===== src/rtl/ara_pkg.sv =====
// Shared types for the cluster request/response synchroniser: the cluster
// participation mask, the outstanding-count width and the empty-mask fixup.
package ara_pkg;

  localparam int unsigned MaxClusters  = 16;
  localparam int unsigned OutstandingW = 4;

  typedef logic [MaxClusters-1:0]  cluster_mask_t;
  typedef logic [OutstandingW-1:0] outstanding_t;

  // An empty participation mask would leave nobody to answer, so fall back to cluster 0.
  function automatic cluster_mask_t mask_fixup(cluster_mask_t m);
    return (m == '0) ? cluster_mask_t'(1) : m;
  endfunction

endpackage


===== src/rtl/cluster_resp_slot.sv =====
// One per-cluster response capture register. It accepts a response while
// empty and enabled, and is emptied by the merged-response handshake.
module cluster_resp_slot
  import ara_pkg::*;
#(
  parameter int unsigned RespWidth = 64
) (
  input  logic                 clk_i,
  input  logic                 rst_i,
  input  logic                 en_i,
  input  logic                 valid_i,
  input  logic [RespWidth-1:0] result_i,
  input  logic                 error_i,
  input  logic                 clear_i,
  output logic                 ready_o,
  output logic                 full_o,
  output logic [RespWidth-1:0] result_o,
  output logic                 error_o
);

  logic                 full_q, full_d;
  logic [RespWidth-1:0] result_q;
  logic                 error_q;
  logic                 capture;

  // Disabled slots never accept; nothing is accepted while reset is held.
  assign ready_o  = en_i & ~full_q & ~rst_i;
  assign capture  = valid_i & ready_o;
  assign full_o   = full_q;
  assign result_o = result_q;
  assign error_o  = error_q;

  // Occupancy: a retire only hits full slots and a capture only empty ones.
  always_comb begin
    full_d = full_q;
    if (clear_i) full_d = 1'b0;
    if (capture) full_d = 1'b1;
  end

  // Occupancy register; partial joins are discarded by reset.
  always_ff @(posedge clk_i or posedge rst_i) begin
    if (rst_i) full_q <= 1'b0;
    else       full_q <= full_d;
  end

  // Payload register; only meaningful while full, so it carries no reset.
  always_ff @(posedge clk_i) begin
    if (capture) begin
      result_q <= result_i;
      error_q  <= error_i;
    end
  end

endmodule


===== src/rtl/cluster_req_sync.sv =====
// Forks one upstream request to every enabled cluster and joins their
// responses into a single merged response, tracking outstanding requests.
// Optional feature: define CLUSTER_REQ_SYNC_CHECK_EN to add the sticky
// mismatch_o result-consistency flag.
module cluster_req_sync
  import ara_pkg::*;
#(
  parameter int unsigned NrClusters     = 4,
  parameter int unsigned MaxOutstanding = 4,
  parameter int unsigned ReqWidth       = 128,
  parameter int unsigned RespWidth      = 64
) (
  input  logic                            clk_i,
  input  logic                            rst_i,
  input  logic [NrClusters-1:0]           cluster_en_i,
  input  logic                            req_valid_i,
  output logic                            req_ready_o,
  input  logic [ReqWidth-1:0]             req_data_i,
  output logic [NrClusters-1:0]           req_valid_o,
  input  logic [NrClusters-1:0]           req_ready_i,
  output logic [ReqWidth-1:0]             req_data_o,
  input  logic [NrClusters-1:0]           resp_valid_i,
  output logic [NrClusters-1:0]           resp_ready_o,
  input  logic [NrClusters*RespWidth-1:0] resp_result_i,
  input  logic [NrClusters-1:0]           resp_error_i,
  output logic                            resp_valid_o,
  input  logic                            resp_ready_i,
  output logic [RespWidth-1:0]            resp_result_o,
  output logic                            resp_error_o,
  output logic [OutstandingW-1:0]         outstanding_o,
  output logic                            idle_o
`ifdef CLUSTER_REQ_SYNC_CHECK_EN
  ,
  output logic                            mismatch_o
`endif
);

  logic [NrClusters-1:0] en_q, en_d;
  logic [NrClusters-1:0] done_q, done_d;
  outstanding_t          out_q, out_d;
  logic [NrClusters-1:0] slot_full, slot_err;
  logic [RespWidth-1:0]  slot_res [NrClusters];
  logic                  can_issue, req_accept, resp_retire;

  // The upstream ready depends only on registered state and cluster readies,
  // never on req_valid_i.
  assign can_issue     = (out_q < outstanding_t'(MaxOutstanding));
  assign req_valid_o   = {NrClusters{req_valid_i & can_issue & ~rst_i}} & en_q & ~done_q;
  assign req_ready_o   = can_issue & ~rst_i & (&(done_q | ~en_q | req_ready_i));
  assign req_accept    = req_valid_i & req_ready_o;
  assign req_data_o    = req_data_i;
  assign resp_valid_o  = ~rst_i & (&(slot_full | ~en_q));
  assign resp_retire   = resp_valid_o & resp_ready_i;
  assign outstanding_o = out_q;
  assign idle_o        = (out_q == '0) & ~(|done_q) & ~(|slot_full);

  for (genvar c = 0; c < NrClusters; c++) begin : g_slot
    cluster_resp_slot #(
      .RespWidth(RespWidth)
    ) u_slot (
      .clk_i    (clk_i),
      .rst_i    (rst_i),
      .en_i     (en_q[c]),
      .valid_i  (resp_valid_i[c]),
      .result_i (resp_result_i[c*RespWidth +: RespWidth]),
      .error_i  (resp_error_i[c]),
      .clear_i  (resp_retire & en_q[c]),
      .ready_o  (resp_ready_o[c]),
      .full_o   (slot_full[c]),
      .result_o (slot_res[c]),
      .error_o  (slot_err[c])
    );
  end

  // Merge: result from the lowest-index enabled slot, error ORed across enabled slots.
  always_comb begin
    resp_result_o = '0;
    resp_error_o  = 1'b0;
    for (int c = NrClusters - 1; c >= 0; c--) begin
      if (en_q[c]) resp_result_o = slot_res[c];
    end
    for (int c = 0; c < NrClusters; c++) begin
      resp_error_o = resp_error_o | (en_q[c] & slot_err[c]);
    end
  end

  // Next state for fork progress, outstanding count and the participation mask.
  always_comb begin
    done_d = done_q | (req_valid_o & req_ready_i);
    if (req_accept) done_d = '0;
    out_d = out_q;
    case ({req_accept, resp_retire})
      2'b10:   out_d = out_q + outstanding_t'(1);
      2'b01:   out_d = out_q - outstanding_t'(1);
      default: out_d = out_q;
    endcase
    en_d = en_q;
    if (idle_o) en_d = NrClusters'(mask_fixup(cluster_mask_t'(cluster_en_i)));
  end

  // Control state; reset discards any partial fork and restores the full mask.
  always_ff @(posedge clk_i or posedge rst_i) begin
    if (rst_i) begin
      en_q   <= '1;
      done_q <= '0;
      out_q  <= '0;
    end else begin
      en_q   <= en_d;
      done_q <= done_d;
      out_q  <= out_d;
    end
  end

`ifdef CLUSTER_REQ_SYNC_CHECK_EN
  logic mismatch_q, mismatch_d, res_differ;

  // Flag diverging cluster results at a merge, or a response nobody asked for.
  always_comb begin
    res_differ = 1'b0;
    for (int c = 0; c < NrClusters; c++) begin
      if (en_q[c] && (slot_res[c] != resp_result_o)) res_differ = 1'b1;
    end
    mismatch_d = mismatch_q;
    if (resp_retire && res_differ) mismatch_d = 1'b1;
    if ((|(resp_valid_i & resp_ready_o)) && (out_q == '0)) mismatch_d = 1'b1;
  end

  // Sticky flag, cleared only by reset.
  always_ff @(posedge clk_i or posedge rst_i) begin
    if (rst_i) mismatch_q <= 1'b0;
    else       mismatch_q <= mismatch_d;
  end

  assign mismatch_o = mismatch_q;
`endif

endmodule


===== config.mk =====
export PLATFORM = sky130hd
export DESIGN_NAME = cluster_req_sync
export DESIGN_NICKNAME = d
export VERILOG_FILES = /design/src/rtl/ara_pkg.sv /design/src/rtl/cluster_resp_slot.sv /design/src/rtl/cluster_req_sync.sv
export SDC_FILE = /design/constraint.sdc
export NUM_CORES = 1
export LEC_CHECK = 0
export BUFFER_PORTS_ARGS = -buffer_cell sky130_fd_sc_hd__buf_2
export CAP_MARGIN = 20
export CORE_AREA = 2 2 237 239
export DETAILED_ROUTE_END_ITERATION = 16
export DIE_AREA = 0 0 239 241
export PLACE_DENSITY_LB_ADDON = 0.08
export SLEW_MARGIN = 30
export SYNTH_ARGS = -nofsm -noshare
export SYNTH_HDL_FRONTEND = slang
export SYNTH_HIERARCHICAL = 1
export SYNTH_SLANG_ARGS = --single-unit

===== constraint.sdc =====
create_clock -name clk_i -period 2.5 [get_ports clk_i]
set_input_delay 0.125 -clock clk_i [delete_from_list [all_inputs] [get_ports clk_i]]
set_output_delay 0.125 -clock clk_i [all_outputs]
set_load 0.005 [all_outputs]

==> out/metrics.csv, run 1 <==
stage;metric;value;unit
grt;largest net degree at the start of global routing;92;
sta;min Tclk post-route;2430;ps
setup_path;crit path DAT;2310;ps
pwr;power density over the cells;954;nW/um2
yosys;Area contributors post-synth;edfxtp_1 62%, buf_4 8.2%, a221oi_2 7.1%;
yosys;#FFs+latches synth;276;
drt;WL met2;24400;um
final_layout;footprint of the multi-input gates;3170;um2
pwr;total power;17.7;mW
yosys;post-synthesis instance total;803;
sta;max_slew headroom;0.555;
grt;vias in the first global route;9656;
final_layout;layout overhead on the synthesized area;47.0;%
placement;DP HPWL;31200;um
setup_path;critical path class;register to primary output;
clocking;H-Tree Depth;2;
floorplan;Die Area;57600;um2
clocking;Max Root-Sink Buffers;3;
status;status;completed;
clocking;CTS root buf;clkbuf_16;
pwr;peak supply drop;0.631;mV
drt;vias;8607;
drt;routed wl met3;2360;um
drt;DRT Pass-1 Iters;5;
placement;routability cong.;0.721;
sta;fin. max-slew vios;0;
final_layout;commonest cells after routing, fill and taps aside;355 x buf_2, 270 x dlygate4sd3_1, 260 x edfxtp_1;
drt;Detailed Route Iter0 Violations;305;
pwr;P_leak;7.01;nW
placement;dpl cells;1727;
final_layout;fill count;5560;
final_layout;non-filler cells, final;2072;
clocking;CTS Buf Count;36;
yosys;mapped cell area;12600;um2
sta;Fmax;0.411;GHz
setup_path;Req. time, crit path;2380;ps
setup_path;r2r setup slk;80;ps
grt;Total Routing Usage GR;0.155;
final_layout;layout cell share with drive strength beyond 1;0.446;
grt;global-route wire length before repair;64200;um
sta;measured slew at the worst slew-check pin;668;ps
yosys;Synth Warn #;6;
clocking;clk_lat worst skew;540;ps
hold_path;Worst Hold Class;primary input to register;
sta;final period utilization;0.972;
yosys;syn_nets;1211;
clocking;Clock Sinks;276;
final_layout;nets@finish;1745;
yosys;biggest area consumer among synthesized cells;edfxtp_1;
sta;RSZ-0062 raised after global routing;true;
drt;via/cell ratio;4.15;
clocking;CTS tree;built;
sta;Fin. Hold Viols;0;
run;# Max-Cap Violations;0;
clocking;CTS clock-pin slew for the worst setup and hold paths;60;ps
placement;worst slack, placed;-33.6;ps
drt;# DRC;0;
setup_path;Setup crit start kind;register;
placement;number of port buffers;355;
yosys;dominant synthesized flop cell;edfxtp_1;
yosys;syn avg cell area;15.7;um2
floorplan;Core Area;54900;um2
floorplan;# rows;86;
drt;Met1 Wirelength;16800;um
sta;setup TNS;0;ps
floorplan;die extent in y;241;um
drt;Routed WL per cell;22.0;um
floorplan;die width;239;um
final_layout;Sequential Area;8220;um2
yosys;Seq/Total Area, Yosys;0.651;
sta;Layout Skew;29.1;ps
yosys;unique cell type count in the Yosys netlist;47;
yosys;asr flop ratio synth;0.0580;
grt;initial antenna violation count;6;
setup_path;CP Capture Type;primary output;
yosys;top cell type's share of synthesized area;0.619;
floorplan;Initial Utilization;0.230;
drt;DRT Wirelength;45500;um
final_layout;commonest non-fill, non-tap cell in the layout;buf_2;
floorplan;# IOs;612;
sta;setup-violating endpoint count in the final report;0;
grt;Overflow after GRT;0;
drt;highest metal used;met5;
yosys;EDFF count, synth;260;
setup_path;Crit Path Max Fanout;10;
sta;setup slack after layout;69.7;ps
drt;Detail Route Antenna Nets;0;
-- stage by stage --
step           hold slack [ps]  utilization  instance area [um2]
5_1_grt                    122        0.338                18500
3_3_place_gp               223        0.263                14400
6_report                   104        0.338                18500
4_1_cts                   64.8        0.337                18500
3_5_place_dp               217        0.263                14400
2_1_floorplan             -146            -                12600
-- cells by family (layout without fill, tap and decap cells) --
group	after synthesis	after routing	share of synthesized area
flops	276	276	0.651
buf+inv	191	752	0.110
simple gates	175	175	0.0804
compound gates	149	149	0.148
mux	6	6	0.00516
fa+ha+maj	4	4	0.00456
xor+xnor	2	2	0.00139
other cells	0	4	0
-- metal layers --
metal  global-route usage  up-vias
li1                     -     4009
met1                0.169     4207
met2                0.283      248
met3               0.0351      137
met4               0.0739        6
met5              0.00505        -
-- Yosys cell counts (5+ instances only) --
library cell / n
edfxtp_1: 260
buf_4: 138
nand2_1: 68
nor2b_1: 66
a221oi_2: 60
o31ai_2: 60
inv_1: 16
clkbuf_1: 15
nor3b_1: 13
dfrtp_1: 12
buf_2: 9
buf_12: 7
a21oi_1: 6
clkbuf_4: 5
-- final cells by class --
| class | instances | share of cell area |
|---|---|---|
| Clock buffer | 42 | 0.0521 |
| Tap cell | 704 | 0.0475 |
| Clock inverter | 23 | 0.0105 |
| Inverter | 16 | 0.00324 |
| Antenna cell | 4 | 0.000540 |
| Sequential cell | 276 | 0.443 |
| Timing Repair Buffer | 671 | 0.272 |
| Multi-Input combinational cell | 336 | 0.171 |
-- repair_timing --
action | CTS | global route
gates resized for setup | 18 | 11
hold buffers | 270 | 0
gates cloned | 1 | 0
endpoints found under the hold margin | 280 | 0
setup endpoints to repair | 67 | 10
buffers inserted | 5 | 0
pin swaps | 3 | 3
-- critical path, cell delays in order (launching register included) --
cell and delay, ps:
dfstp_4 660, buf_12 110, nor2b_4 30, buf_12 140
buf_12 130, buf_16 150, a221oi_2 290, o31ai_2 100
buf_2 140
-- state kept, by name, summed over array words and instances (netlist names) --
name,flops
g_slot.u_slot/result_o,256
done_q,4
en_q,4
g_slot.u_slot/error_o,4
g_slot.u_slot/full_o,4
outstanding_o,4
-- power by group --
| group | internal, mW | switching (mW) | total [mW] |
|---|---|---|---|
| Sequential | 5.61 | 0.285 | 5.89 |
| Combinational | 2.98 | 3.67 | 6.66 |
| Clock | 3.07 | 2.06 | 5.14 |
-- worst paths after layout --
kind,from,end,cells after the start
setup / recovery,en_q[2]$_DFFE_PP1P_,resp_result_o[34],8
hold / removal,req_valid_i,done_q[2]$_DFF_PP0_,4
setup reg to reg,en_q[2]$_DFFE_PP1P_,outstanding_o[3]$_DFFE_PP0P_,8
hold reg to reg,g_slot[3].u_slot/full_o$_DFFE_PP0P_,g_slot[3].u_slot/full_o$_DFFE_PP0P_,1
max in group asynchronous,rst_i,en_q[1]$_DFFE_PP1P_,4
min in group asynchronous,rst_i,g_slot[0].u_slot/full_o$_DFFE_PP0P_,4
Power figures use the tool's default switching activity.
==> run 2: changes to the inputs <==
--- a/config.mk
+++ b/config.mk
@@ -11,8 +11,8 @@
 export DETAILED_ROUTE_END_ITERATION = 16
 export DIE_AREA = 0 0 239 241
 export PLACE_DENSITY_LB_ADDON = 0.08
+export SKIP_CTS_REPAIR_TIMING = 1
 export SLEW_MARGIN = 30
 export SYNTH_ARGS = -nofsm -noshare
 export SYNTH_HDL_FRONTEND = slang
-export SYNTH_HIERARCHICAL = 1
 export SYNTH_SLANG_ARGS = --single-unit
==> out/metrics.csv, run 2 <==
stage;metric;value;unit
status;status;completed;
placement;worst slack, placed;56.8;ps
pwr;Comb power frac;0.316;
final_layout;fill count;5528;
clocking;clk_lat worst skew;550;ps
clocking;Clock Sinks;276;
floorplan;Initial Utilization;0.230;
grt;initial antenna violation count;9;
yosys;asr flop ratio synth;0.0580;
yosys;Post-synth top cells;260 x edfxtp_1, 143 x buf_4, 69 x nand2_1;
sta;Layout Skew;26.0;ps
grt;vias in the first global route;8319;
yosys;syn avg cell area;15.7;um2
drt;DRT Wirelength;48000;um
grt;Overflow after GRT;0;
drt;via/cell ratio;4.18;
sta;max_slew headroom;0.505;
setup_path;CP Capture Type;primary output;
setup_path;CP Launch Point;en_q[2]$_DFFE_PP1P_;
final_layout;commonest non-fill, non-tap cell in the layout;buf_2;
sta;setup-violating endpoint count in the final report;0;
clocking;CTS tree;built;
yosys;EDFF count, synth;260;
clocking;CTS Buf Count;37;
placement;number of port buffers;355;
floorplan;Die Area;57600;um2
floorplan;Core Area;54900;um2
floorplan;# rows;86;
setup_path;Crit Path Max Fanout;11;
sta;fin. max-slew vios;0;
drt;DRT Pass-1 Iters;4;
setup_path;r2r startpoint;en_q[2]$_DFFE_PP1P_;
final_layout;layout overhead on the synthesized area;48.3;%
final_layout;footprint of the multi-input gates;3200;um2
yosys;post-synthesis instance total;804;
grt;largest net degree at the start of global routing;80;
drt;# DRC;0;
sta;Fmax;0.402;GHz
sta;final period utilization;0.995;
drt;vias;8669;
floorplan;die extent in y;241;um
yosys;Synth Warn #;0;
yosys;Seq/Total Area, Yosys;0.652;
drt;Detail Route Antenna Nets;0;
drt;Detailed Route Iter0 Violations;308;
pwr;P_int;10.6;mW
final_layout;Sequential Area;8220;um2
placement;DP HPWL;31600;um
hold_path;Worst Hold Class;primary input to register;
drt;Routed WL per cell;23.1;um
floorplan;# IOs;612;
setup_path;Req. time, crit path;2380;ps
yosys;dominant synthesized flop cell;edfxtp_1;
setup_path;Worst R2R End;outstanding_o[3]$_DFFE_PP0P_;
placement;dpl cells;1718;
sta;measured slew at the worst slew-check pin;741;ps
run;# Max-Cap Violations;0;
clocking;CTS clock-pin slew for the worst setup and hold paths;60;ps
floorplan;die width;239;um
final_layout;non-filler cells, final;2075;
yosys;Area contributors post-synth;edfxtp_1 62%, buf_4 8.5%, a221oi_2 7.1%;
pwr;power density over the cells;827;nW/um2
setup_path;critical path class;register to primary output;
grt;global-route wire length before repair;60700;um
pwr;sw frac;0.316;
pwr;P_leak;7.06;nW
yosys;most frequent cell after synthesis;edfxtp_1;
pwr;peak supply drop;0.475;mV
sta;min Tclk post-route;2490;ps
clocking;CTS root buf;clkbuf_16;
final_layout;max FFs per register;256;
setup_path;CP endpoint;resp_result_o[10];
pwr;register share of total power;0.374;
sta;RSZ-0062 raised after global routing;true;
setup_path;crit path DAT;2360;ps
sta;Fin. Hold Viols;0;
pwr;NetSw;4.89;mW
yosys;mapped cell area;12600;um2
final_layout;commonest cells after routing, fill and taps aside;352 x buf_2, 270 x dlygate4sd3_1, 260 x edfxtp_1;
final_layout;layout cell share with drive strength beyond 1;0.437;
clocking;Max Root-Sink Buffers;3;
yosys;unique cell type count in the Yosys netlist;48;
placement;routability cong.;0.762;
pwr;clock share of power;0.310;
clocking;H-Tree Depth;2;
final_layout;nets@finish;1754;
yosys;#FFs+latches synth;276;
sta;setup slack after layout;13.7;ps
setup_path;r2r setup slk;20;ps
yosys;syn_nets;1212;
setup_path;R2R depth;8;
grt;Total Routing Usage GR;0.149;
yosys;top cell type's share of synthesized area;0.620;
yosys;biggest area consumer among synthesized cells;edfxtp_1;
setup_path;Setup crit start kind;register;
-- run 2: cell count changes after synthesis, sizes merged, moves of 4 or more --
cell	before	now
nor2	3	13
nor3b	13	3
inv	16	8
a21o	4	0
a31oi	4	12
buf	155	160
nor4b	5	1
-- run 2: cell type report --
cell class / count / share of cell area
Multi-Input combinational cell: 339 / 0.171
Timing Repair Buffer: 684 / 0.283
Tap cell: 704 / 0.0472
Clock buffer: 47 / 0.0532
Inverter: 8 / 0.00161
Sequential cell: 276 / 0.440
Antenna cell: 5 / 0.000670
Clock inverter: 12 / 0.00322
-- run 2: cell families (layout without fill, tap and decap cells) --
logic type      after synthesis  count (layout)  synth area share
fa+ha+maj                     4               4           0.00457
mux                           6               6           0.00516
other cells                   0               5                 0
flops                       276             276             0.652
simple gates                175             175            0.0763
compound gates              152             152             0.149
buf+inv                     189             751             0.111
xor+xnor                      2               2           0.00139
-- run 2: how the worst min path moves through the flow --
stage                       start                                       to  slack, ps  depth (start not counted)
2_1_floorplan               rst_i                      done_q[0]$_DFF_PP0_        220                          2
3_3_place_gp       req_data_i[15]                           req_data_o[15]        250                          0
3_5_place_dp       req_data_i[15]                           req_data_o[15]        250                          0
4_1_cts        resp_result_i[157]  g_slot[2].u_slot.result_o[29]$_DFFE_PP_       -290                          1
5_1_grt           resp_valid_i[3]      g_slot[3].u_slot.full_o$_DFFE_PP0P_         70                          4
6_report          resp_valid_i[3]      g_slot[3].u_slot.full_o$_DFFE_PP0P_         60                          4
-- run 2: per-stage QoR --
stage	hold slack [ps]	utilization	cell area, um2	TNS, ps	total power, mW
2_1_floorplan	215	-	12600	-48410	8.42
3_3_place_gp	250	0.261	14300	0	9.92
3_5_place_dp	250	0.261	14300	0	9.90
4_1_cts	-294	0.280	15400	-20700	14.8
5_1_grt	73.5	0.340	18700	-1100	16.3
6_report	60.2	0.340	18700	0	15.4
-- run 2: routing by layer --
metal  share of wire  GRT usage  wire [um]
met1            0.40      0.166      19300
met5         0.00083          0         40
met2            0.49      0.245      23500
met4           0.033     0.0661       1600
met3           0.072     0.0692       3460
-- run 2: worst max-delay path, stage by stage (launching register included) --
cell and delay [ps]:
dfstp_4 670, buf_16 130, nor2b_4 50, buf_4 170, clkbuf_16 210, a221oi_2 320
o31ai_2 120, buf_2 140
-- run 2: power by group through the flow --
| stage | combinational (mW) | clock [mW] | sequential [mW] |
|---|---|---|---|
| 6_report | 4.88 | 4.79 | 5.78 |
| 5_1_grt | 5.31 | 5.15 | 5.81 |
| 4_1_cts | 4.08 | 5.01 | 5.75 |
| 3_5_place_dp | 4.06 | 0 | 5.84 |
| 3_3_place_gp | 4.08 | 0 | 5.84 |
| 2_1_floorplan | 2.64 | 0 | 5.78 |
